### config.mk
export PLATFORM = sky130hd
export DESIGN_NAME = fused_signed_div_16d8_2x12d4
export DESIGN_NICKNAME = d
export VERILOG_FILES = /design/src/rtl/fused_arith_pkg.sv /design/src/rtl/signed_div_lane_step.sv /design/src/rtl/fused_signed_div_16d8_2x12d4.sv
export SDC_FILE = /design/constraint.sdc
export NUM_CORES = 1
export LEC_CHECK = 0
export ABC_CLOCK_PERIOD_IN_PS = 3400
export BUFFER_PORTS_ARGS = -buffer_cell sky130_fd_sc_hd__buf_2
export CORE_MARGIN = 2
export CORE_UTILIZATION = 40
export CTS_CLUSTER_DIAMETER = 80
export DETAILED_ROUTE_END_ITERATION = 16
export GPL_TIMING_DRIVEN = 0
export SLEW_MARGIN = 25
export SYNTH_ARGS = -nofsm -noshare
export SYNTH_HDL_FRONTEND = slang
export SYNTH_SLANG_ARGS = --single-unit
### constraint.sdc
create_clock -name clk -period 3.4 [get_ports clk]
set_input_delay 0.17 -clock clk [delete_from_list [all_inputs] [get_ports clk]]
set_output_delay 0.17 -clock clk [all_outputs]
set_load 0.02 [all_outputs]
### src/rtl/fused_arith_pkg.sv
// Shared widths, step counts, FSM states and result payload for the fused
// signed MAC/divider family.
package fused_arith_pkg;

  localparam int unsigned FULL_DVD_W = 16;
  localparam int unsigned FULL_DVS_W = 8;
  localparam int unsigned LANE_DVD_W = 12;
  localparam int unsigned LANE_DVS_W = 4;
  localparam int unsigned N_FULL     = 16;
  localparam int unsigned N_SPLIT    = 12;
  localparam int unsigned BUS_DVD_W  = 2 * LANE_DVD_W;
  localparam int unsigned BUS_DVS_W  = 2 * LANE_DVS_W;
  localparam int unsigned CNT_W      = $clog2(N_FULL);

  typedef enum logic [1:0] {
    IDLE,
    CALC,
    DONE
  } state_t;

  typedef struct packed {
    logic [BUS_DVD_W-1:0] quotient;
    logic [BUS_DVS_W-1:0] remainder;
    logic [1:0]           div_by_zero;
  } div_result_t;

endpackage

### src/rtl/signed_div_lane_step.sv
// One radix-2 restoring step on magnitudes. The quotient bit is shifted into
// the LSB of dvd_next as the dividend MSB is consumed.
module signed_div_lane_step #(
  parameter int unsigned DVD_W = 16,
  parameter int unsigned DVS_W = 8
) (
  input  logic [DVS_W-1:0] prem,
  input  logic [DVD_W-1:0] dvd,
  input  logic [DVS_W-1:0] dvs_mag,
  output logic [DVS_W-1:0] prem_next,
  output logic [DVD_W-1:0] dvd_next
);

  logic [DVS_W:0] shifted;
  logic [DVS_W:0] trial;
  logic           qbit;

  always_comb begin
    shifted   = {prem, dvd[DVD_W-1]};
    trial     = shifted - {1'b0, dvs_mag};
    qbit      = (shifted >= {1'b0, dvs_mag});
    prem_next = qbit ? DVS_W'(trial) : DVS_W'(shifted);
    dvd_next  = {dvd[DVD_W-2:0], qbit};
  end

endmodule

### src/rtl/fused_signed_div_16d8_2x12d4.sv
// Sequential signed divider: one 16b/8b division or two parallel 12b/4b lanes,
// restoring division on magnitudes with sign fix-up on the final step.
module fused_signed_div_16d8_2x12d4
  import fused_arith_pkg::*;
(
  input  logic                 clk,
  input  logic                 rst,
  input  logic                 in_valid,
  output logic                 in_ready,
  input  logic                 split,
  input  logic [BUS_DVD_W-1:0] dividend,
  input  logic [BUS_DVS_W-1:0] divisor,
  output logic                 out_valid,
  input  logic                 out_ready,
  output logic [BUS_DVD_W-1:0] quotient,
  output logic [BUS_DVS_W-1:0] remainder,
  output logic [1:0]           div_by_zero
);

  state_t               state, state_next;
  logic [CNT_W-1:0]     cnt;
  logic                 split_q;
  logic [BUS_DVD_W-1:0] shreg, shreg_n, acc_shreg;
  logic [BUS_DVS_W-1:0] prem, prem_n;
  logic [BUS_DVS_W-1:0] dvs_mag, acc_dvs;
  logic [1:0]           sgn_dvd, sgn_dvs, acc_sd, acc_sv;
  div_result_t          res;

  logic [FULL_DVD_W-1:0] in_dvd_f, dvd_full_n, q_full;
  logic [FULL_DVS_W-1:0] in_dvs_f, prem_full_n, r_full;
  logic [LANE_DVD_W-1:0] in_dvd_lo, in_dvd_hi, dvd_lo_n, dvd_hi_n, q_lo, q_hi;
  logic [LANE_DVS_W-1:0] in_dvs_lo, in_dvs_hi, prem_lo_n, prem_hi_n, r_lo, r_hi;

  assign in_dvd_f  = dividend[FULL_DVD_W-1:0];
  assign in_dvs_f  = divisor;
  assign in_dvd_lo = dividend[LANE_DVD_W-1:0];
  assign in_dvd_hi = dividend[BUS_DVD_W-1:LANE_DVD_W];
  assign in_dvs_lo = divisor[LANE_DVS_W-1:0];
  assign in_dvs_hi = divisor[BUS_DVS_W-1:LANE_DVS_W];

  signed_div_lane_step #(.DVD_W(FULL_DVD_W), .DVS_W(FULL_DVS_W)) u_step_full (
    .prem(prem), .dvd(shreg[FULL_DVD_W-1:0]), .dvs_mag(dvs_mag),
    .prem_next(prem_full_n), .dvd_next(dvd_full_n)
  );
  signed_div_lane_step #(.DVD_W(LANE_DVD_W), .DVS_W(LANE_DVS_W)) u_step_lo (
    .prem(prem[LANE_DVS_W-1:0]), .dvd(shreg[LANE_DVD_W-1:0]),
    .dvs_mag(dvs_mag[LANE_DVS_W-1:0]), .prem_next(prem_lo_n), .dvd_next(dvd_lo_n)
  );
  signed_div_lane_step #(.DVD_W(LANE_DVD_W), .DVS_W(LANE_DVS_W)) u_step_hi (
    .prem(prem[BUS_DVS_W-1:LANE_DVS_W]), .dvd(shreg[BUS_DVD_W-1:LANE_DVD_W]),
    .dvs_mag(dvs_mag[BUS_DVS_W-1:LANE_DVS_W]), .prem_next(prem_hi_n), .dvd_next(dvd_hi_n)
  );

  // Operand capture: signs and magnitudes laid out per mode.
  always_comb begin
    acc_shreg = '0;
    acc_dvs   = '0;
    acc_sd    = '0;
    acc_sv    = '0;
    if (split) begin
      acc_sd    = {in_dvd_hi[LANE_DVD_W-1], in_dvd_lo[LANE_DVD_W-1]};
      acc_sv    = {in_dvs_hi[LANE_DVS_W-1], in_dvs_lo[LANE_DVS_W-1]};
      acc_shreg = {acc_sd[1] ? -in_dvd_hi : in_dvd_hi, acc_sd[0] ? -in_dvd_lo : in_dvd_lo};
      acc_dvs   = {acc_sv[1] ? -in_dvs_hi : in_dvs_hi, acc_sv[0] ? -in_dvs_lo : in_dvs_lo};
    end else begin
      acc_sd[0] = in_dvd_f[FULL_DVD_W-1];
      acc_sv[0] = in_dvs_f[FULL_DVS_W-1];
      acc_shreg = {(BUS_DVD_W-FULL_DVD_W)'(0), acc_sd[0] ? -in_dvd_f : in_dvd_f};
      acc_dvs   = acc_sv[0] ? -in_dvs_f : in_dvs_f;
    end
  end

  // Step result selection and sign fix-up; wrap on most-negative / -1 is natural.
  always_comb begin
    shreg_n = split_q ? {dvd_hi_n, dvd_lo_n}
                      : {(BUS_DVD_W-FULL_DVD_W)'(0), dvd_full_n};
    prem_n  = split_q ? {prem_hi_n, prem_lo_n} : prem_full_n;

    q_full = (sgn_dvd[0] ^ sgn_dvs[0]) ? -dvd_full_n : dvd_full_n;
    r_full = sgn_dvd[0] ? -prem_full_n : prem_full_n;
    q_lo   = (sgn_dvd[0] ^ sgn_dvs[0]) ? -dvd_lo_n : dvd_lo_n;
    r_lo   = sgn_dvd[0] ? -prem_lo_n : prem_lo_n;
    q_hi   = (sgn_dvd[1] ^ sgn_dvs[1]) ? -dvd_hi_n : dvd_hi_n;
    r_hi   = sgn_dvd[1] ? -prem_hi_n : prem_hi_n;

    res = '0;
    if (split_q) begin
      if (dvs_mag[LANE_DVS_W-1:0] == '0) begin
        q_lo = '1;
        r_lo = '0;
        res.div_by_zero[0] = 1'b1;
      end
      if (dvs_mag[BUS_DVS_W-1:LANE_DVS_W] == '0) begin
        q_hi = '1;
        r_hi = '0;
        res.div_by_zero[1] = 1'b1;
      end
      res.quotient  = {q_hi, q_lo};
      res.remainder = {r_hi, r_lo};
    end else begin
      if (dvs_mag == '0) begin
        q_full = '1;
        r_full = '0;
        res.div_by_zero[0] = 1'b1;
      end
      res.quotient  = {{(BUS_DVD_W-FULL_DVD_W){q_full[FULL_DVD_W-1]}}, q_full};
      res.remainder = r_full;
    end
  end

  always_comb begin
    state_next = state;
    case (state)
      IDLE:    if (in_valid) state_next = CALC;
      CALC:    if (cnt == '0) state_next = DONE;
      DONE:    if (out_ready) state_next = IDLE;
      default: state_next = IDLE;
    endcase
  end

  always_ff @(posedge clk) begin
    if (rst) begin
      state       <= IDLE;
      in_ready    <= 1'b1;
      out_valid   <= 1'b0;
      quotient    <= '0;
      remainder   <= '0;
      div_by_zero <= '0;
      cnt         <= '0;
      split_q     <= 1'b0;
      shreg       <= '0;
      prem        <= '0;
      dvs_mag     <= '0;
      sgn_dvd     <= '0;
      sgn_dvs     <= '0;
    end else begin
      state     <= state_next;
      in_ready  <= (state_next == IDLE);
      out_valid <= (state_next == DONE);
      case (state)
        IDLE: if (in_valid) begin
          split_q <= split;
          shreg   <= acc_shreg;
          dvs_mag <= acc_dvs;
          sgn_dvd <= acc_sd;
          sgn_dvs <= acc_sv;
          prem    <= '0;
          cnt     <= split ? CNT_W'(N_SPLIT - 1) : CNT_W'(N_FULL - 1);
        end
        CALC: begin
          shreg <= shreg_n;
          prem  <= prem_n;
          cnt   <= cnt - CNT_W'(1);
          if (cnt == '0) begin
            quotient    <= res.quotient;
            remainder   <= res.remainder;
            div_by_zero <= res.div_by_zero;
          end
        end
        default: ;
      endcase
    end
  end

endmodule

==> results of run 1 <==
[where the power goes]
part           internal, mW  switching (mW)  leakage, nW
Clock                 0.590           0.434        0.146
Sequential             1.13           0.125        0.714
Combinational         0.966            1.57         2.06
[stage by stage]
| step | hold slack (ps) | setup slack (ps) |
|---|---|---|
| floorplan | 306 | 510 |
| global placement | 444 | -3.87 |
| detailed placement | 440 | -20.8 |
| CTS | 105 | 35.2 |
| global route | 118 | -15.8 |
| finish | 110 | 193 |
[sequential cells by signal (all words and copies together), names as in the netlist, 2 cells and up]
register     cells
sgn_dvd          2
dvs_mag          8
prem             8
state            2
cnt              4
shreg           24
remainder        8
div_by_zero      2
quotient        24
sgn_dvs          2
[cell families (layout without fill, tap and decap cells)]
logic type               after synthesis  after routing
adder cells (fa/ha/maj)               26             26
AO/OA/AOI/OAI                        286            286
AND/OR/NAND/NOR                      273            273
flip-flops                            87             87
buffers and inverters                104            193
XOR/XNOR                              50             50
multiplexers                          22             22
[worst max-delay path by stage]
| stage | from | endpoint | cells after the start |
|---|---|---|---|
| finish | dvs_mag[4] | remainder[6] | 15 |
| global route | dvs_mag[4] | remainder[6] | 15 |
| CTS | prem[0] | remainder[6] | 14 |
| detailed placement | shreg[15] | remainder[6] | 15 |
| global placement | shreg[15] | remainder[6] | 15 |
| floorplan | prem[0] | remainder[6] | 14 |
[worst max-delay path: stages, from the launching register on]
cell and delay, ps:
dfxtp_2 370, inv_1 70, ha_2 410, nor2_2 60
nor2_1 190, o31ai_4 140, a21oi_4 260, buf_8 200
buf_6 170, mux2i_1 210, ha_2 210, nand2_1 60
or3_1 400, o221ai_2 170, a32oi_1 120, o31ai_1 80
[area by class of cell]
cell class | instances | area, um^2
repair buffers | 73 | 373
inverters | 48 | 180
multi-input cells | 657 | 4320
flip-flops and latches | 87 | 1750
well taps | 216 | 270
clock buffers | 11 | 243
plain buffers | 56 | 272
fillers | 1649 | 8360
clock inverters | 5 | 56.3
[timing repair]
item / CTS / global route
setup endpoints to repair: 1 / 6
buffers inserted: 0 / 3
pin swaps: 0 / 2
cloned: 0 / 0
gates resized for setup: 1 / 19
[layer usage]
| layer | up-vias | share of wire |
|---|---|---|
| li1 | 3265 | - |
| met1 | 3147 | 0.47 |
| met2 | 270 | 0.43 |
| met3 | 44 | 0.067 |
| met4 | 0 | 0.027 |
| met5 | - | 0 |
[layout by cell type, fill, tap and decap left out, types with 7 or more instances in the layout]
cell       instances
a211oi_1          22
a21oi_1           83
a222oi_1           7
a22oi_1           20
a31oi_1           10
buf_2             77
buf_4              8
clkbuf_1          39
clkbuf_16          9
dfxtp_1           80
ha_1              20
inv_1             43
mux2i_1           17
nand2_1           77
nand3_1           15
nor2_1            90
nor2b_1            7
nor3_1            29
nor4_1             9
o211ai_1           7
o21ai_0           45
o31ai_1            8
or3_1              7
xnor2_1           31
xor2_1            19
==> impl_metrics.py, run 1 <==
metrics = {
    "critical_path": {
        "startpoint_type": "flop",
        "crit_fanout": 10,
        "worstSetupPathType": "flop to flop",
        "required_ps": 3670,
        "reg2reg_depth": 15,
        "cp.arrival_ps": 3480,
        "r2r-end": "remainder[6]",
        "end_kind": "flop",
        "r2r_setup_slack_ps": 190,
        "r2r-start": "dvs_mag[4]",
    },
    "synth": {
        "synth_commonest_cells": "91 x nor2_1, 87 x dfxtp_1, 83 x a21oi_1",
        "synth-seq-cells": 87,
        "synth_warnings": 0,
        "ys_top_cells_by_area": "dfxtp_1 27%, a21oi_1 6.4%, nor2_1 5.3%, nand2_1 4.5%, ha_1 4.4%",
        "synth.avg_cell_area_um2": 7.63,
        "synth-async-reset-ratio": 0,
        "synthAdderAreaFrac": 0.0538,
        "ys_types": 84,
        "synth_cells": 848,
        "synth_xor_area_frac": 0.0677,
        "synth_fp_nets": 911,
        "ys_seq_area_frac": 0.269,
        "synth_simple_gate_area_frac": 0.200,
        "yosysMostFrequentCell": "nor2_1",
        "synth_top_area_cell": "dfxtp_1",
        "synth_top_family_by_area": "compound AO/OA/AOI/OAI gates",
        "synth-edff-count": 0,
        "synth_top_flop_cell": "dfxtp_1",
        "synth_compound_area_frac": 0.305,
        "synth_mux_area_frac": 0.0350,
        "syn_area_um2": 6470,
        "yosys.area.top_type_share": 0.269,
    },
    "floorplan": {
        "die_area_um2": 17200,
        "die_h_um": 131,
        "fp.dieW_um": 131,
        "rows": 46,
        "ioPinCount": 73,
        "coreArea_um2": 15800,
        "start_util": 0.409,
    },
    "finish": {
        "final_core_util": 0.472,
        "fin_nets": 995,
        "stdcell_area_um2": 7470,
        "antenna_cells": 0,
        "area_growth_syn_to_layout_pct": 15.4,
        "layout-drive-gt1-share": 0.169,
        "fin_cells": 1153,
    },
    "power_and_ir_drop": {
        "vdd_drop_max_uv": 288,
        "power.total_mw": 4.81,
        "p_leak_nw": 2.92,
        "powerDensity_nw_per_um2": 644,
    },
    "hold_path": {
        "hold-path-endpoint": "state[1]",
        "whs_path_depth": 4,
        "hp-start": "out_ready",
        "hold_path_class": "primary input to flop",
    },
    "placed_design": {
        "dp.cells": 1134,
        "postPlaceCellArea_um2": 7090,
        "port_buffers": 70,
        "dpl.hpwl_um": 16500,
        "globalplace.congestion": 0.934,
    },
    "sta": {
        "slew_headroom": 0.333,
        "final-setup-viol-count": 0,
        "drv_slew": 0,
        "min_period_over_period": 0.943,
        "setup_tns_ps": 0,
        "worst_pin_slew_ps": 993,
        "hold_viol": 0,
        "final.min_clock_period_ps": 3210,
        "finalClockSkew_ps": 10.6,
        "clock.fmax_mhz": 312,
    },
    "route": {
        "ant_nets": 0,
        "vias": 6726,
        "wirelength_um": 21900,
        "drtPass1Iterations": 6,
        "drc": 0,
        "vias_per_cell": 5.83,
        "avgRoutedWirePerCell_um": 19.0,
        "drt_iter0_drc": 562,
    },
    "cts": {
        "clock-root-buffer": "clkbuf_16",
        "numCtsBuffers": 9,
        "clock-sinks": 87,
        "clkLatencyLatePin_ps": 360,
        "cts_hold_buf": 0,
        "htreeDepth": 3,
        "cts_tree": "done",
        "clk_pin_slew_ps": 70,
        "clockBufferDepth": 2,
    },
    "global_routing": {
        "grt_remaining_overflow": 0,
        "grt_start_max_net_pins": 15,
        "met2_usage": 0.377,
        "grt_usage": 0.250,
        "antenna_found_initial": 0,
        "grtUsageMet3": 0.0424,
        "grt_pass1_vias": 6132,
        "top_usage_layer": "met2",
        "grt_pass1_wl_um": 34600,
        "use_met1": 0.361,
    },
    "job": {
        "maxCapViolCount": 0,
    },
    "status": {
        "status": "completed",
    },
}
(Power assumes the default switching activity.)
==> inputs of run 2 (changes only) <==
RECOVER_POWER = 25   (was unset)
==> run 2 against run 1 <==
Against the previous run: via count fell by 0.33%; critical path depth unchanged; highest routed layer unchanged; worst hold slack improved by 3.2 ps; routed wire length fell by 0.12%; power shrank 0.24%; die area unchanged; clock skew is 0.73 ps higher.
==> impl_metrics.py, run 2 (synthesis gave the netlist of run 1 again) <==
metrics = {
    "power_and_ir_drop": {
        "p_leak_nw": 2.80,
        "power_switching_mw": 2.12,
        "internal_power_mw": 2.67,
        "power.total_mw": 4.80,
        "powerDensity_nw_per_um2": 646,
        "p_comb_frac": 0.526,
        "p_clk_frac": 0.213,
        "vdd_drop_max_uv": 285,
        "swShare": 0.443,
        "p_seq_frac": 0.261,
    },
    "finish": {
        "final_cell_mix": "90 x nor2_1, 83 x a21oi_1, 80 x dfxtp_1, 77 x nand2_1, 69 x clkbuf_1",
        "fillers": 1665,
        "stdcell_area_um2": 7430,
        "multi_input_area_um2": 4320,
        "area_growth_syn_to_layout_pct": 14.8,
        "layout-drive-gt1-share": 0.137,
        "fin_nets": 995,
        "fin_cells": 1153,
        "regArea_um2": 1750,
        "largest_registers": "quotient (24), shreg (24)",
        "final_core_util": 0.469,
        "antenna_cells": 0,
        "final_common_cell": "nor2_1",
    },
    "critical_path": {
        "worstSetupPathType": "flop to flop",
        "crit_buf_inv": 3,
        "startpoint_type": "flop",
        "path_common_cell": "ha_2",
        "path_delay_family": "compound AO/OA/AOI/OAI gates",
        "cp.depth": 15,
        "cp.arrival_ps": 3470,
        "end_kind": "flop",
        "reg2reg_depth": 15,
        "crit_fanout": 10,
        "r2r_setup_slack_ps": 200,
        "critPathMaxStageDelay_ps": 410,
        "required_ps": 3670,
        "path_cells": "inv_1 -> ha_2 -> nor2_2 -> nor2_1 -> o31ai_4 -> a21oi_4 -> buf_8 -> buf_6 -> mux2i_1 -> ha_2 -> nand2_1 -> or3_1 -> o221ai_2 -> a32oi_1 -> o31ai_1",
        "cpMaxStageDelayCell": "ha_2",
    },
    "sta": {
        "setup_tns_ps": 0,
        "hold_slack_ps": 113,
        "slew_headroom": 0.361,
        "min_period_over_period": 0.943,
        "worst_pin_slew_ps": 950,
        "setup_ws_ps": 195,
        "clock.fmax_mhz": 312,
        "final.min_clock_period_ps": 3200,
        "hold_viol": 0,
        "drv_slew": 0,
        "final-setup-viol-count": 0,
        "finalClockSkew_ps": 11.3,
    },
    "global_routing": {
        "grt_start_max_net_pins": 15,
        "grt_remaining_overflow": 0,
        "grt_pass1_wl_um": 34600,
        "grt_usage": 0.250,
        "grt_pass1_vias": 6132,
        "antenna_found_initial": 0,
    },
    "cts": {
        "clk_pin_slew_ps": 70,
        "numCtsBuffers": 9,
        "clkLatencyLatePin_ps": 360,
        "clock-sinks": 87,
        "clockBufferDepth": 2,
        "cts_hold_buf": 0,
        "htreeDepth": 3,
        "clock-root-buffer": "clkbuf_16",
        "cts_tree": "done",
    },
    "placed_design": {
        "postPlaceCellArea_um2": 7090,
        "globalplace.congestion": 0.934,
        "dp.cells": 1134,
        "dpl.hpwl_um": 16500,
        "port_buffers": 70,
        "dp_slack_ps": -20.8,
    },
    "route": {
        "wirelength_um": 21900,
        "ant_nets": 0,
        "drt_iter0_drc": 561,
        "drc": 0,
        "avgRoutedWirePerCell_um": 19.0,
        "vias_per_cell": 5.81,
        "vias": 6704,
        "drtPass1Iterations": 6,
    },
    "status": {
        "status": "completed",
    },
    "job": {
        "maxCapViolCount": 0,
    },
    "hold_path": {
        "whs_path_depth": 4,
        "hold_path_class": "primary input to flop",
    },
    "floorplan": {
        "ioPinCount": 73,
        "fp.dieW_um": 131,
        "die_area_um2": 17200,
        "start_util": 0.409,
        "coreArea_um2": 15800,
        "rows": 46,
        "die_h_um": 131,
    },
}
## run 2: cell count changes in the layout (fill, tap and decap cells not counted)
| cell | delta |
|---|---|
| clkbuf_1 | +30 |
| buf_2 | -30 |
## run 2: cell type report
class,instances,area share
Multi-Input combinational cell,657,0.582
Timing Repair Buffer,73,0.0451
Sequential cell,87,0.236
Clock buffer,11,0.0327
Tap cell,216,0.0364
Clock inverter,5,0.00758
Inverter,48,0.0243
Buffer,56,0.0365
## run 2: worst paths after layout
check,from,endpoint
hold reg to reg,remainder[1],remainder[1]
setup reg to reg,dvs_mag[4],remainder[6]
setup / recovery,dvs_mag[4],remainder[6]
hold / removal,out_ready,state[1]
## run 2: layer usage
metal,GRT usage,up-vias,wire (um)
met5,0,-,0
met4,0.0809,0,572
met3,0.0424,37,1370
met2,0.377,257,9420
met1,0.361,3144,10500
li1,-,3266,-
## run 2: worst min-delay path: stages
cell and delay [ps]:
buf_2 80, nor2_1 30, nand2_1 70, a21oi_1 60
## run 2: timing repair
action / in CTS / in global routing
endpoints found under the setup margin: 1 / 6
pin swaps: 0 / 2
buffers inserted: 0 / 3
gates resized for setup: 1 / 19
## run 2: power by group through the flow
stage | clock (mW) | combinational (mW) | sequential (mW)
4_1_cts | 1.03 | 2.40 | 1.24
3_5_place_dp | 0 | 2.39 | 1.26
2_1_floorplan | 0 | 1.74 | 1.27
3_3_place_gp | 0 | 2.38 | 1.26
5_1_grt | 1.08 | 2.74 | 1.26
6_report | 1.02 | 2.52 | 1.25
==> inputs of run 3 (changes only) <==
CORE_UTILIZATION = 60   (was 40)
PLACE_DENSITY = 0.81   (was unset)
==> run 3 against run 2 <==
Against the previous run: power fell by 4.6%; core utilization up 23 points; fmax is 1.4% lower; sequential share of layout area rose by 0.63 points; clock power is 21% lower.
==> impl_metrics.py, run 3 (synthesis gave the netlist of run 1 again) <==
metrics = {
    "status": {
        "status": "completed",
    },
    "placed_design": {
        "dp.cells": 1054,
        "port_buffers": 70,
        "dpl.hpwl_um": 16700,
        "globalplace.congestion": 0.978,
    },
    "cts": {
        "numCtsBuffers": 9,
        "htreeDepth": 3,
        "clock-sinks": 87,
        "clockBufferDepth": 2,
        "clkLatencyLatePin_ps": 380,
        "cts_hold_buf": 0,
        "clk_pin_slew_ps": 100,
        "clock-root-buffer": "clkbuf_8",
        "cts_tree": "done",
    },
    "sta": {
        "setup_tns_ps": 0,
        "slew_headroom": 0.288,
        "drv_slew": 0,
        "finalClockSkew_ps": 14.2,
        "min_period_over_period": 0.956,
        "hold_slack_ps": 89.4,
        "hold_viol": 0,
        "worst_pin_slew_ps": 1060,
        "final-setup-viol-count": 0,
        "final.min_clock_period_ps": 3250,
        "rsz0062_at_grt": "false",
        "clock.fmax_mhz": 308,
    },
    "floorplan": {
        "die_area_um2": 11600,
        "fp.dieW_um": 108,
        "ioPinCount": 73,
        "start_util": 0.621,
        "rows": 37,
        "die_h_um": 108,
        "coreArea_um2": 10400,
    },
    "finish": {
        "layout-drive-gt1-share": 0.137,
        "antenna_cells": 0,
        "fin_cells": 1073,
        "fin_nets": 995,
        "final_core_util": 0.696,
        "final_cell_mix": "91 x nor2_1, 83 x a21oi_1, 78 x dfxtp_1, 77 x nand2_1, 68 x clkbuf_1",
        "fillers": 914,
        "largest_registers": "quotient (24), shreg (24)",
        "regArea_um2": 1760,
        "final_common_cell": "nor2_1",
        "multi_input_area_um2": 4320,
        "area_growth_syn_to_layout_pct": 12.0,
    },
    "critical_path": {
        "required_ps": 3700,
        "startpoint_type": "flop",
        "worstSetupPathType": "flop to flop",
        "end_kind": "flop",
        "reg2reg_depth": 15,
        "r2r-start": "shreg[15]",
        "cpMaxStageDelayCell": "dfxtp_4",
        "crit_buf_inv": 3,
        "r2r_setup_slack_ps": 150,
        "r2r-end": "remainder[6]",
        "path_cells": "clkinvlp_4 -> ha_1 -> nand2b_1 -> a21oi_2 -> o31ai_4 -> a21oi_4 -> buf_6 -> buf_6 -> mux2i_1 -> ha_1 -> nand2_1 -> or3_1 -> o221ai_2 -> a32oi_1 -> o31ai_1",
        "cp.arrival_ps": 3550,
        "crit_fanout": 10,
        "critPathMaxStageDelay_ps": 420,
        "path_delay_family": "compound AO/OA/AOI/OAI gates",
    },
    "power_and_ir_drop": {
        "powerDensity_nw_per_um2": 632,
        "vdd_drop_max_uv": 309,
        "p_leak_nw": 2.76,
        "power.total_mw": 4.58,
    },
    "route": {
        "vias": 7163,
        "ant_nets": 0,
        "drtPass1Iterations": 6,
        "drc": 0,
        "drt_iter0_drc": 823,
        "avgRoutedWirePerCell_um": 20.5,
        "wirelength_um": 22000,
        "vias_per_cell": 6.68,
    },
    "global_routing": {
        "grt_remaining_overflow": 0,
        "grt_usage": 0.377,
        "grt_pass1_vias": 6635,
        "grt_start_max_net_pins": 16,
        "grt_pass1_wl_um": 34000,
        "antenna_found_initial": 0,
    },
    "hold_path": {
        "hold-path-endpoint": "state[1]",
        "hold_path_class": "primary input to flop",
        "hp-start": "out_ready",
        "whs_path_depth": 4,
    },
    "job": {
        "maxCapViolCount": 0,
    },
}
==> run 3: changes by cell type in the layout (fill, tap and decap cells not counted), sizes merged <==
cell      delta
buf          -1
clkbuf       +1
clkinv       -2
clkinvlp     +2
==> run 3: repair_timing <==
| action | 4_1_cts | 5_1_grt |
|---|---|---|
| setup buffers | 0 | 3 |
| hold endpoints to repair | 0 | 0 |
| endpoints found under the setup margin | 1 | 6 |
| pin swaps | 0 | 2 |
| resized for setup | 2 | 15 |
==> run 3: per-layer routing <==
metal,routed length [um],vias up,GRT usage
met1,9000,3407,0.496
met4,552,0,0.128
met5,0,-,0
met2,10300,419,0.628
li1,-,3288,-
met3,2120,49,0.0605
==> run 3: final cells by class <==
cell class,count,share of cell area
Clock inverter,5,0.00863
Sequential cell,87,0.242
Inverter,48,0.0254
Multi-Input combinational cell,657,0.596
Clock buffer,11,0.0209
Timing Repair Buffer,73,0.0463
Buffer,56,0.0373
Tap cell,136,0.0235
==> run 3: worst max path at each step <==
stage | startpoint | to | depth (start not counted) | slack [ps]
after floorplan | prem[0] | remainder[6] | 14 | 510
after global placement | shreg[15] | remainder[6] | 15 | 40
after detailed placement | shreg[15] | remainder[6] | 15 | -7
after CTS | prem[2] | remainder[6] | 15 | 20
after global routing | dvs_mag[5] | remainder[6] | 15 | 20
final | shreg[15] | remainder[6] | 15 | 150
==> run 3: where the power goes <==
part	internal (mW)	total, mW	switching (mW)
sequential	1.13	1.25	0.125
combinational	0.948	2.52	1.58
clock	0.386	0.805	0.420
==> run 3: worst reg2reg max path, cell delays in order (launching register included) <==
cell        delay, ps
dfxtp_4           420
clkinvlp_4        130
ha_1              200
nand2b_1          190
a21oi_2           240
o31ai_4           110
a21oi_4           230
buf_6             200
buf_6             170
mux2i_1           200
ha_1              220
nand2_1            80
or3_1             410
o221ai_2          190
a32oi_1           120
o31ai_1            80
==> run 3: metrics by stage <==
step           worst slack (ps)  area (um^2)
3_5_place_dp              -7.25         6990
3_3_place_gp               38.5         6990
2_1_floorplan               510         6470
5_1_grt                    20.1         7250
6_report                    149         7250
4_1_cts                    20.4         7210
